--- config.mk ---
export PLATFORM = sky130hd
export DESIGN_NAME = vga_plot_arbiter_flat
export DESIGN_NICKNAME = d
export VERILOG_FILES = /design/src/rtl/vga_plot_arbiter_if.sv /design/src/rtl/vga_plot_arbiter.sv /design/src/flat_wrapper.sv
export SDC_FILE = /design/constraint.sdc
export NUM_CORES = 1
export LEC_CHECK = 0
export ABC_AREA = 1
export BUFFER_PORTS_ARGS = -buffer_cell sky130_fd_sc_hd__clkbuf_2
export CAP_MARGIN = 20
export CORE_ASPECT_RATIO = 0.5
export CORE_MARGIN = 8
export CORE_UTILIZATION = 30
export CTS_BUF_LIST = sky130_fd_sc_hd__clkbuf_16
export DETAILED_ROUTE_END_ITERATION = 12
export PLACE_DENSITY_LB_ADDON = 0.05
export SETUP_SLACK_MARGIN = 0.5
export SLEW_MARGIN = 10
export SYNTH_ARGS = -nofsm -noshare
export SYNTH_HDL_FRONTEND = slang
export SYNTH_SLANG_ARGS = --single-unit
--- constraint.sdc ---
create_clock -name clk -period 2.3 [get_ports clk]
set_input_delay 0.345 -clock clk [delete_from_list [all_inputs] [get_ports clk]]
set_output_delay 0.345 -clock clk [all_outputs]
set_load 0.005 [all_outputs]
--- src/rtl/vga_plot_arbiter_if.sv ---
//------------------------------------------------------------------------------
// Module      : vga_plot_arbiter_if
// Description : Engine-side request/plot bundle and arbitrated VGA plot port.
// Revision    : 1.0 - initial release
//------------------------------------------------------------------------------
`default_nettype none

interface vga_plot_arbiter_if #(
    parameter int N = 3
);
    logic [N-1:0]   req;
    logic [9*N-1:0] x_in;
    logic [9*N-1:0] y_in;
    logic [6*N-1:0] colour_in;
    logic [N-1:0]   wen_in;
    logic [N-1:0]   grant;
    logic [8:0]     x;
    logic [8:0]     y;
    logic [5:0]     colour;
    logic           writeEn;
    logic           busy;
    logic           timeout;

    modport master (
        output req, x_in, y_in, colour_in, wen_in,
        input  grant, x, y, colour, writeEn, busy, timeout
    );

    modport slave (
        input  req, x_in, y_in, colour_in, wen_in,
        output grant, x, y, colour, writeEn, busy, timeout
    );
endinterface

`default_nettype wire

--- src/rtl/vga_plot_arbiter.sv ---
//------------------------------------------------------------------------------
// Module      : vga_plot_arbiter
// Description : Round-robin owner of the VGA plot port with hold watchdog.
// Revision    : 1.0 - initial release
//------------------------------------------------------------------------------
`default_nettype none

module vga_plot_arbiter #(
    parameter int N        = 3,
    parameter int MAX_HOLD = 1000000,
    parameter int HOLD_W   = 20
) (
    input  wire              clk,
    input  wire              reset,
    vga_plot_arbiter_if.slave bus
);

    localparam int c_idx_w = $clog2(N);
    localparam int c_slots = 1 << c_idx_w;
    localparam logic [HOLD_W-1:0] c_hold_last = HOLD_W'(MAX_HOLD - 1);

    typedef enum logic [1:0] {
        S_IDLE    = 2'd0,
        S_GRANT   = 2'd1,
        S_RELEASE = 2'd2
    } state_t;

    state_t              r_state;
    logic [N-1:0]        r_grant;
    logic [c_idx_w-1:0]  r_g;
    logic [c_idx_w-1:0]  r_last;
    logic [HOLD_W-1:0]   r_hold;
    logic [8:0]          r_x;
    logic [8:0]          r_y;
    logic [5:0]          r_colour;
    logic                r_wen;
    logic                r_busy;
    logic                r_timeout;

    logic [8:0]          w_x_arr      [c_slots];
    logic [8:0]          w_y_arr      [c_slots];
    logic [5:0]          w_colour_arr [c_slots];
    logic [c_slots-1:0]  w_req_v;
    logic [c_slots-1:0]  w_wen_v;
    logic [c_idx_w-1:0]  w_sel;
    logic                w_any;
    logic [N-1:0]        w_onehot;

    // Pad to a power of two so indexing by r_g never leaves the array.
    generate
        for (genvar i = 0; i < c_slots; i++) begin : g_slot
            if (i < N) begin : g_engine
                assign w_x_arr[i]      = bus.x_in[9*i +: 9];
                assign w_y_arr[i]      = bus.y_in[9*i +: 9];
                assign w_colour_arr[i] = bus.colour_in[6*i +: 6];
                assign w_req_v[i]      = bus.req[i];
                assign w_wen_v[i]      = bus.wen_in[i];
            end else begin : g_pad
                assign w_x_arr[i]      = '0;
                assign w_y_arr[i]      = '0;
                assign w_colour_arr[i] = '0;
                assign w_req_v[i]      = 1'b0;
                assign w_wen_v[i]      = 1'b0;
            end
        end
    endgenerate

    // Scan downward so the requester nearest after r_last wins.
    always_comb begin
        int idx;
        idx   = 0;
        w_sel = '0;
        w_any = |bus.req;
        for (int k = N; k >= 1; k--) begin
            idx = int'(r_last) + k;
            if (idx >= N) idx = idx - N;
            if (w_req_v[idx]) w_sel = c_idx_w'(idx);
        end
        w_onehot = {{(N-1){1'b0}}, 1'b1} << w_sel;
    end

    always_ff @(posedge clk or posedge reset) begin
        if (reset) begin
            r_state   <= S_IDLE;
            r_grant   <= '0;
            r_g       <= '0;
            r_last    <= c_idx_w'(N - 1);
            r_hold    <= '0;
            r_x       <= '0;
            r_y       <= '0;
            r_colour  <= '0;
            r_wen     <= 1'b0;
            r_busy    <= 1'b0;
            r_timeout <= 1'b0;
        end else begin
            r_timeout <= 1'b0;
            case (r_state)
                S_IDLE: begin
                    if (w_any) begin
                        r_grant <= w_onehot;
                        r_g     <= w_sel;
                        r_busy  <= 1'b1;
                        r_hold  <= '0;
                        r_state <= S_GRANT;
                    end
                end
                S_GRANT: begin
                    r_x      <= w_x_arr[r_g];
                    r_y      <= w_y_arr[r_g];
                    r_colour <= w_colour_arr[r_g];
                    r_wen    <= w_wen_v[r_g];
                    r_hold   <= r_hold + 1'b1;
                    // A voluntary drop takes precedence over an expiring watchdog.
                    if (!w_req_v[r_g]) begin
                        r_state <= S_RELEASE;
                    end else if (r_hold == c_hold_last) begin
                        r_state   <= S_RELEASE;
                        r_timeout <= 1'b1;
                    end
                end
                S_RELEASE: begin
                    r_grant <= '0;
                    r_wen   <= 1'b0;
                    r_busy  <= 1'b0;
                    r_last  <= r_g;
                    r_state <= S_IDLE;
                end
                default: r_state <= S_IDLE;
            endcase
        end
    end

    assign bus.grant   = r_grant;
    assign bus.x       = r_x;
    assign bus.y       = r_y;
    assign bus.colour  = r_colour;
    assign bus.writeEn = r_wen;
    assign bus.busy    = r_busy;
    assign bus.timeout = r_timeout;

endmodule

`default_nettype wire

--- src/flat_wrapper.sv ---
// flat-port wrapper written by rule: the top's interface ports become plain ports
module vga_plot_arbiter_flat 
#(
    parameter int N        = 3,
    parameter int MAX_HOLD = 1000000,
    parameter int HOLD_W   = 20
)
  (clk, reset, bus_req, bus_x_in, bus_y_in, bus_colour_in, bus_wen_in, bus_grant, bus_x, bus_y, bus_colour, bus_writeEn, bus_busy, bus_timeout);
  vga_plot_arbiter_if #(.N(N)) bus_i ();
  input  wire clk;
  input  wire reset;
  input wire logic [$bits(bus_i.req)-1:0] bus_req;
  input wire logic [$bits(bus_i.x_in)-1:0] bus_x_in;
  input wire logic [$bits(bus_i.y_in)-1:0] bus_y_in;
  input wire logic [$bits(bus_i.colour_in)-1:0] bus_colour_in;
  input wire logic [$bits(bus_i.wen_in)-1:0] bus_wen_in;
  output wire logic [$bits(bus_i.grant)-1:0] bus_grant;
  output wire logic [$bits(bus_i.x)-1:0] bus_x;
  output wire logic [$bits(bus_i.y)-1:0] bus_y;
  output wire logic [$bits(bus_i.colour)-1:0] bus_colour;
  output wire logic [$bits(bus_i.writeEn)-1:0] bus_writeEn;
  output wire logic [$bits(bus_i.busy)-1:0] bus_busy;
  output wire logic [$bits(bus_i.timeout)-1:0] bus_timeout;
  assign bus_i.req = bus_req;
  assign bus_i.x_in = bus_x_in;
  assign bus_i.y_in = bus_y_in;
  assign bus_i.colour_in = bus_colour_in;
  assign bus_i.wen_in = bus_wen_in;
  assign bus_grant = bus_i.grant;
  assign bus_x = bus_i.x;
  assign bus_y = bus_i.y;
  assign bus_colour = bus_i.colour;
  assign bus_writeEn = bus_i.writeEn;
  assign bus_busy = bus_i.busy;
  assign bus_timeout = bus_i.timeout;
  vga_plot_arbiter #(.N(N), .MAX_HOLD(MAX_HOLD), .HOLD_W(HOLD_W)) u_core (.clk(clk), .reset(reset), .bus(bus_i));
endmodule
After elaboration in Yosys (flattened, before gate mapping). Cells that the tools add are included.

Add/sub/neg operators: 7. Multiply operators: 0. Div/mod/pow operators: 0. Order comparisons: 8. Equality and inequality tests: 5. Shift-type cells: 1. Muxes and demuxes: 42. Bitwise operators: 1. Reductions and logical operators: 9.

Operator list (number): 32-bit by 3-bit >= comparator with 1-bit output, second input constant (3); 32-bit by 4-bit less-than comparator with 1-bit output, second input constant (3); 32-bit two-way mux (3); 32-bit by 3-bit subtractor with 32-bit output, second input constant (3); 20-bit one-hot mux with 2 select lines (1); 9-bit binary-select mux with 2-bit select (2); 9-bit two-way mux (4); 20-bit by 1-bit adder with 20-bit output, second input constant (1); 20-bit == test, second input constant (1); 20-bit two-way mux (1); 6-bit binary-select mux with 2-bit select (1); 1-bit two-way mux (12); 2-bit two-way mux (6); 6-bit two-way mux (2); 1-bit binary-select mux with 2-bit select (5); 2-bit AND reduction (4); 2-bit by 2-bit adder with 3-bit output, second input constant (2); 3-bit one-hot mux with 2 select lines (1); 2-bit nonzero test (3); 1-bit one-hot mux with 2 select lines (2); 2-bit one-hot mux with 2 select lines (1); 2-bit by 1-bit adder with 3-bit output, second input constant (1); 3-bit >= comparator, second input constant (1); 2-bit by 3-bit less-than comparator with 1-bit output, second input constant (1); other kinds (9) (9).

Register bits: 56. Latch bits: 0. Memory bits (writable): 0. ROM bits: 0. Output and inout port bits: 30. Logic and storage cells: 84. Memories: 0.

Depth between registers and ports, before layout. Gate-level depths: netlist of the first run.

Depth after elaboration: 12. Depth in mapped cells: 12. Depth with buffers taken out: 11.

Worst setup path after synthesis of the first run. OpenSTA, ideal clock, no wires.

Kind: register to register. From: register u_core.r_last[1]. To: register u_core.r_grant[1], in the netlist u_core.bus.grant[1]. Setup time: 0.083 ns. Arrival time: 1.494 ns. Data required time: 2.217 ns. Setup slack: 0.723 ns. Stages on the path, launching flop included: 11. Cells stage by stage: dfstp_2 > inv_1 > ha_1 > buf_2 > nand2_1 > nor2_1 > nor2_1 > nand2_1 > nand2_1 > nand3_1 > o21ai_0.

Cells in the longest elaborated chain, start to end: 12. Elaborated cells on any way between the ends: 27. Those cells by class: 6 x add/sub; 3 x order compare; 1 x shift; 17 x mux.

Ends and longest elaborated chain: from (decl) (RTL line vga_plot_arbiter.sv:31) `logic [c_idx_w-1:0] r_last;`; from (signal assigned) (RTL line vga_plot_arbiter.sv:87) `r_last <= c_idx_w'(N - 1);`; from (signal assigned) (RTL line vga_plot_arbiter.sv:125) `r_last <= r_g;`; 2-bit by 2-bit adder with 3-bit output (RTL line vga_plot_arbiter.sv:75) `idx = int'(r_last) + k;`; 32-bit by 3-bit subtractor with 32-bit output / 32-bit by 3-bit >= comparator with 1-bit output (equally long branches) (RTL line vga_plot_arbiter.sv:76) `if (idx >= N) idx = idx - N;`; 32-bit two-way mux (RTL line vga_plot_arbiter.sv:76); 1-bit binary-select mux with 2-bit select (RTL line vga_plot_arbiter.sv:77) `if (w_req_v[idx]) w_sel = c_idx_w'(idx);`; 1-bit two-way mux (not written as such) (2 in a row) (RTL line vga_plot_arbiter.sv:77); 2-bit two-way mux (2 in a row) (RTL line vga_plot_arbiter.sv:77); 2-bit two-way mux (*) (RTL line vga_plot_arbiter.sv:77); 1-bit by 2-bit << shifter with 3-bit output (*) (RTL line vga_plot_arbiter.sv:79) `w_onehot = {{(N-1){1'b0}}, 1'b1} << w_sel;`; 3-bit two-way mux (*) (RTL line vga_plot_arbiter.sv:99) `if (w_any) begin`; 3-bit one-hot mux with 2 select lines (*) (RTL line vga_plot_arbiter.sv:97) `case (r_state)`; to (signal assigned) (RTL line vga_plot_arbiter.sv:100) `r_grant <= w_onehot;`; to (decl) (RTL line vga_plot_arbiter.sv:29) `logic [N-1:0] r_grant;`.

Every way passes the cells marked *; elsewhere a longest branch is shown, timed or not. The select of a mux whose other input is x is not followed. A chain may end at the register's enable or synchronous reset.

Worst setup path after layout of the first run.
From: register u_core.r_state[1]. To: register u_core.r_hold[11].

Cells in the longest elaborated chain, start to end: 3. Elaborated cells on any way between the ends: 6. Those cells by class: 2 x eq/ne; 1 x mux; 3 x reduce/logical.

Ends and longest elaborated chain: from (decl) (RTL line vga_plot_arbiter.sv:28) `state_t r_state;`; from (signal assigned) (RTL line vga_plot_arbiter.sv:84) `r_state <= S_IDLE;`; from (signal assigned) (RTL line vga_plot_arbiter.sv:104) `r_state <= S_GRANT;`; from (signal assigned) (RTL line vga_plot_arbiter.sv:115) `r_state <= S_RELEASE;`; 2-bit by 1-bit == test with 1-bit output / 2-bit zero test (equally long branches) (RTL line vga_plot_arbiter.sv:97); 2-bit nonzero test (no line) / 2-bit by 1-bit inequality test with 1-bit output (equally long branches); 2-bit AND reduction (no line); to (signal assigned) (RTL line vga_plot_arbiter.sv:112) `r_hold <= r_hold + 1'b1;`; to (decl) (RTL line vga_plot_arbiter.sv:32) `logic [HOLD_W-1:0] r_hold;`.

Parallel ways exist; a longest one is shown, timed or not.

==> flow_metrics.tcl, run 1 <==
set metrics [dict create \
    drv_slew 0 \
    vias 3364 \
    portBuffers 109 \
    ant_nets 0 \
    grt_use_met3 0.05301 \
    start_util 0.3102 \
    ys_ff_latch 56 \
    worst_pin_slew_ns 0.4261 \
    yosys_warnings 0 \
    wl_per_cell_um 14.54 \
    p_sw_uw 2078 \
    fin_crit_sh 0.7250 \
    worst_r2r_endpoint "u_core.r_hold[11]$_DFFE_PP0P_" \
    cts_made_buffers 5 \
    finalSetupViolCount 0 \
    cts_hold_buf 0 \
    die_w_um 167.4 \
    rows 27 \
    synth_most_common_cell "nand2_1" \
    gp_congestion 0.7756 \
    cts.sinks 56 \
    post-route-drc-count 0 \
    drtIter0Drc 130 \
    power.density_mw_per_mm2 1113 \
    wirelength_um 10690 \
    synthTopCellsByCount "115 x nand2_1, 100 x nor2_1, 55 x dfrtp_1" \
    end_kind "flip-flop" \
    relSlewSlack 0.7159 \
    peakVddDrop_mv 0.3634 \
    core_mm2 0.01108 \
    rr_worst_depth 7 \
    clk_pin_slew_ns 0.07 \
    synthArstFlopShare 1.000 \
    grt_pass1_vias 3529 \
    path_class "reg2reg" \
    rsz0062_at_grt "yes" \
    hold_path_class "in2async" \
    p_leak_uw 0.002027 \
    dp_hpwl_um 8268 \
    drive_gt1_frac 0.2695 \
    synth_edf_count 0 \
    clock_path_buffers 2 \
    p_int_uw 2719 \
    combPwrFrac 0.487 \
    fp.dieH_um 91.69 \
    rrSetupSlack_ns 0.63 \
    p_seq_frac 0.329 \
    fin_worst_skew_ns 0.005887 \
    period_needed_ns 1.668 \
    grt_use_met1 0.1742 \
    syn2layout_area_growth_pct 25.41 \
    pwr-share-clk 0.184 \
    synth-main-ff-cell "dfrtp_1" \
    viasPerCell 4.577 \
    grt_pass1_wl_um 17840 \
    netlist.area_leader.share 0.4004 \
    synthesis.nets 572 \
    hold_viol 0 \
    p_sw_frac 0.4332 \
    clock_latency_ns 0.29 \
    die-area_mm2 0.01535 \
    rr_startpoint "u_core.r_state[1]$_DFFE_PP0P_" \
    firstDrtPassIters 4 \
    startpoint "u_core.r_state[1]$_DFFE_PP0P_" \
    cts_tree "yes" \
    grt_use_met2 0.2345 \
    antenna_found_initial 0 \
    grt.total_usage 0.1418 \
    required_ns 2.52 \
    htree_levels 2 \
    synth-seq-area-share 0.4081 \
    maxCapViolCount 0 \
    syn_area_mm2 0.003437 \
    cp-start-kind "flip-flop" \
    crit_path_max_fanout 13 \
    ios 110 \
    stdcell_count 735 \
    max_freq_ghz 0.5997 \
    antenna_cells 0 \
    yosys-top-cells-area "dfrtp_1 40%, nand2_1 13%, nor2_1 11%" \
    place_inst 727 \
    synth.distinct_cells 33 \
    top_usage_layer "met2" \
    cp.arrival_ns 1.89 \
    clockRootBuffer "clkbuf_16" \
    fin_tns_setup_ns 0 \
    syn_inst 484 \
    timing.critical_path.to "u_core.r_hold[11]$_DFFE_PP0P_" \
    grt_max_degree 65 \
    nets 677 \
    synth_top_cell_by_area "dfrtp_1" \
    grt-ovfl-total 0 \
    outcome "completed" \
    postSynthAreaPerCell_um2 7.101 \
]
per-layer routing:
| metal | vias up | wire length (um) |
|---|---|---|
| met5 | - | 0 |
| met4 | 0 | 99 |
| met3 | 8 | 775 |
| met2 | 93 | 4882 |
| met1 | 1476 | 4927 |
| li1 | 1787 | - |
critical path: stages, from the launching register on:
cell	delay (ns)
dfrtp_1	0.40
inv_1	0.11
ha_2	0.19
inv_1	0.08
o21ai_4	0.37
buf_4	0.25
nand4_1	0.10
o21ai_1	0.09
repair_timing:
action                     CTS  global route
pin swaps                    0             0
setup buffers                0             0
gates resized for setup      2             4
setup endpoints to repair   12            12
how the worst min path moves through the flow:
| stage | startpoint | to | slack, ns | cells past startpoint |
|---|---|---|---|---|
| after global placement | reset | u_core.bus.x[4]$_DFFE_PP0P_ | 0.41 | 3 |
| final | reset | u_core.bus.x[4]$_DFFE_PP0P_ | 0.08 | 3 |
| after global routing | reset | u_core.r_hold[18]$_DFFE_PP0P_ | 0.13 | 3 |
| after CTS | reset | u_core.bus.x[4]$_DFFE_PP0P_ | 0.09 | 3 |
| after detailed placement | reset | u_core.bus.x[4]$_DFFE_PP0P_ | 0.41 | 3 |
| after floorplan | u_core.r_state[1]$_DFFE_PP0P_ | u_core.r_state[1]$_DFFE_PP0P_ | 0.47 | 2 |
power by group through the flow:
| stage | clock (uW) | combinational (uW) | sequential [uW] |
|---|---|---|---|
| after floorplan | 0 | 1620 | 1550 |
| after global placement | 0 | 2350 | 1590 |
| after detailed placement | 0 | 2340 | 1590 |
| after CTS | 910 | 2360 | 1580 |
| after global routing | 944 | 2730 | 1630 |
| final | 884 | 2340 | 1580 |
metrics by stage:
stage	setup slack (ns)	cell area [um2]	power (uW)	hold slack, ns	util
3_3_place_gp	0.4924	4113	3937	0.4128	0.3712
3_5_place_dp	0.4100	4113	3927	0.4136	0.3712
2_1_floorplan	0.5854	3437	3169	0.4666	-
5_1_grt	0.4714	4310	5307	0.1280	0.3890
4_1_cts	0.5282	4292	4846	0.09133	0.3873
6_report	0.6325	4310	4797	0.08086	0.3890
state kept, by name, indices dropped and copies added (netlist names):
| register | count |
|---|---|
| u_core.r_g | 2 |
| u_core.bus.busy | 1 |
| u_core.r_state | 2 |
| u_core.r_hold | 20 |
| u_core.bus.grant | 3 |
| u_core.bus.timeout | 1 |
| u_core.bus.colour | 6 |
| u_core.bus.x | 9 |
| u_core.r_last | 2 |
| u_core.bus.y | 9 |
| u_core.bus.writeEn | 1 |
layout by cell type, fill, tap and decap left out, drive strengths merged:
| cell | synthesis | routed |
|---|---|---|
| o21ai | 52 | 52 |
| buf | 16 | 9 |
| and3 | 1 | 1 |
| a21oi | 7 | 7 |
| dfstp | 1 | 1 |
| or2 | 1 | 1 |
| nand3 | 22 | 22 |
| and2 | 2 | 2 |
| dfrtp | 55 | 55 |
| inv | 36 | 36 |
| clkinv | 2 | 4 |
| bufinv | 0 | 1 |
| nand4 | 18 | 18 |
| clkbuf | 5 | 115 |
| nor2 | 109 | 109 |
| nand2 | 121 | 121 |
| a31oi | 24 | 24 |
| ha | 8 | 8 |
| nand3b | 1 | 1 |
| nor3 | 3 | 3 |
final cells by class:
type                       instances  area, um2
fill                            1219       6770
multi-input combinational        369       1785
sequential                        56       1403
timing repair buffer             119      630.6
tap                              145      181.4
inverter                          38      142.6
clock buffer                       5      125.1
clock inverter                     3      42.54
kinds of logic (layout without fill, tap and decap cells):
group / Yosys count / after routing / share of synthesized area
buf+inv: 59 / 165 / 0.07900
compound gates: 83 / 83 / 0.1329
simple gates: 278 / 278 / 0.3509
fa+ha+maj: 8 / 8 / 0.02912
flops: 56 / 56 / 0.4081
(Power assumes the default switching activity.)
==> run 2, diff against run 1 <==
ABC_AREA = 0   (was 1)
clock period = 1.6 ns   (was 2.3 ns; I/O delays follow)
==> run 2 against run 1 <==
  * The flow now finishes with violations (negative setup slack)
  * Total power increased by 74%
  * Cell area is 19% higher
  * Hold slack worse by 0.071 ns
  * Worst setup slack worse by 0.95 ns
  * Sequential share of layout area fell by 5.2 points
  * Via count is 6.6% lower
  * Final cell count down 9.4%
  * Critical endpoint is now u_core.r_hold[10]$_DFFE_PP0P_
  * Wire length decreased by 3.7%
==> flow_metrics.tcl, run 2 <==
set metrics [dict create \
    outcome "finished with violations" \
    violations "negative setup slack" \
    finalSetupViolCount 25 \
    slowest_stage "or4_4" \
    syn_area_mm2 0.003107 \
    cp.arrival_ns 2.14 \
    cts.sinks 56 \
    final_cell_area_mm2 0.005135 \
    vias 3141 \
    synth_top_cell_by_area "dfrtp_1" \
    ant_nets 0 \
    multiInputGateArea_mm2 0.001947 \
    grt_pass1_vias 3320 \
    drv_slew 0 \
    clk_pin_slew_ns 0.07 \
    synth_most_common_cell "nor2_1" \
    core_mm2 0.01015 \
    layout_commonest_cell "clkbuf_2" \
    yosys-top-cells-area "dfrtp_1 44%, nor2_1 9.1%, a21oi_1 8.7%" \
    start_util 0.3061 \
    crit_chain "inv_2, ha_4, nor4b_4, or4_4, buf_6, or3_1, a21oi_1" \
    power.density_mw_per_mm2 1624 \
    synth-seq-area-share 0.4515 \
    path_class "reg2reg" \
    fin_worst_skew_ns 0.006178 \
    fin_crit_sh 1.200 \
    portBuffers 109 \
    cts_tree "yes" \
    p_leak_uw 0.002412 \
    nets 613 \
    yosys_warnings 0 \
    ios 110 \
    largest_reg_flops 20 \
    synth_edf_count 0 \
    place_inst 637 \
    end_kind "flip-flop" \
    crit_path_max_fanout 7 \
    layout_common_cells "108 x clkbuf_2, 67 x nor2_1, 53 x dfrtp_1, 50 x buf_4, 37 x a21oi_1" \
    drive_gt1_frac 0.5209 \
    netlist.area_leader.share 0.4430 \
    worst_pin_slew_ns 0.3320 \
    die_w_um 159.9 \
    fin_tns_setup_ns -5.047 \
    synth-main-ff-cell "dfrtp_1" \
    utilization 0.5059 \
    clock_path_buffers 2 \
    grt.total_usage 0.1456 \
    max_freq_ghz 0.5210 \
    clockRootBuffer "clkbuf_16" \
    synthesis.nets 434 \
    max_stage_delay_ns 0.51 \
    grt_max_degree 57 \
    grt-ovfl-total 0 \
    gp_congestion 0.8358 \
    stdcell_count 666 \
    required_ns 1.83 \
    clock_latency_ns 0.30 \
    grt_pass1_wl_um 16710 \
    htree_levels 2 \
    layout_setup_ws_ns -0.3194 \
    cts_hold_buf 0 \
    wl_per_cell_um 15.45 \
    antenna_cells 0 \
    fill_cells 942 \
    fp.dieH_um 87.96 \
    synthArstFlopShare 1.000 \
    hold_viol 0 \
    period_needed_ns 1.919 \
    wirelength_um 10290 \
    antenna_found_initial 0 \
    hold_path_class "in2async" \
    placed_area_mm2 0.004373 \
    seqCellArea_mm2 0.001405 \
    viasPerCell 4.716 \
    syn2layout_area_growth_pct 65.28 \
    maxCapViolCount 0 \
    post-route-drc-count 0 \
    die-area_mm2 0.01407 \
    cts_made_buffers 5 \
    postSynthAreaPerCell_um2 8.979 \
    peakVddDrop_mv 0.5599 \
    top_register "u_core.r_hold" \
    rsz0062_at_grt "yes" \
    dp_hpwl_um 7341 \
    synthTopCellsByCount "75 x nor2_1, 55 x dfrtp_1, 54 x a21oi_1" \
    drtIter0Drc 139 \
    relSlewSlack 0.7755 \
    cp-start-kind "flip-flop" \
    syn_inst 346 \
    rows 26 \
    synth.distinct_cells 40 \
    ys_ff_latch 56 \
    firstDrtPassIters 4 \
]
run 2: cells by family (layout without fill, tap and decap cells):
kind of cell,after synthesis,in the layout,share of synthesized area
AO/OA/AOI/OAI,76,76,0.1345
XOR/XNOR,16,16,0.04511
adder cells (fa/ha/maj),8,8,0.03222
buffers and inverters,31,211,0.04068
flip-flops,56,56,0.4515
multiplexers,30,30,0.09786
AND/OR/NAND/NOR,129,129,0.1981
run 2: path summary, 6_finish.rpt:
path	startpoint	end	slack (ns)	cells past startpoint
worst max-delay path	u_core.r_state[0]$_DFFE_PP0P_	u_core.r_hold[10]$_DFFE_PP0P_	-0.32	7
max in group asynchronous	reset	u_core.r_last[1]$_DFFE_PP1P_	1.28	3
worst max register to register	u_core.r_state[0]$_DFFE_PP0P_	u_core.r_hold[10]$_DFFE_PP0P_	-0.32	7
worst min-delay path	reset	u_core.bus.colour[5]$_DFFE_PP0P_	0.01	3
min in group clk	bus_x_in[12]	u_core.bus.x[3]$_DFFE_PP0P_	0.22	3
worst min register to register	u_core.bus.x[3]$_DFFE_PP0P_	u_core.bus.x[3]$_DFFE_PP0P_	0.53	2
run 2: routing by layer:
metal  share of wire  track usage  up-vias
met5               0            0        -
met4          0.0076      0.03283        0
met3           0.051      0.04081        6
met2            0.48       0.2539       70
met1            0.46       0.1779     1503
li1                -            -     1562
run 2: what timing repair did:
action                     CTS  global route
gates resized for setup     61            40
setup buffers               10             9
cloned                       2             0
hold endpoints to repair     0             0
setup endpoints to repair   57            57
pin swaps                   34            24
run 2: cell type report:
class,count,share of cell area
inverter,10,0.008041
clock inverter,3,0.007554
multi-input combinational,259,0.3791
sequential,56,0.2736
tap,140,0.03411
timing repair buffer,193,0.2731
clock buffer,5,0.02437
run 2: worst max-delay path: cells and delay by family, from the launching register on:
family,cells,cell delay [ns]
adder cells (fa/ha/maj),1,0.17
buffers and inverters,2,0.22
flip-flops,1,0.37
AO/OA/AOI/OAI,1,0.12
AND/OR/NAND/NOR,3,0.98
run 2: per-stage QoR:
step           setup slack [ns]  hold slack [ns]  total power (uW)
2_1_floorplan           -0.3240           0.3201              4514
3_3_place_gp            -0.3210           0.3534              5844
3_5_place_dp            -0.3576           0.3522              5920
4_1_cts                 -0.3314          0.02780              7995
5_1_grt                 -0.3967          0.02975              8941
6_report                -0.3194          0.01030              8339
run 2: where the power goes:
part,switching [uW],internal (uW)
Sequential,289,1900
Combinational,2310,2580
Clock,529,732
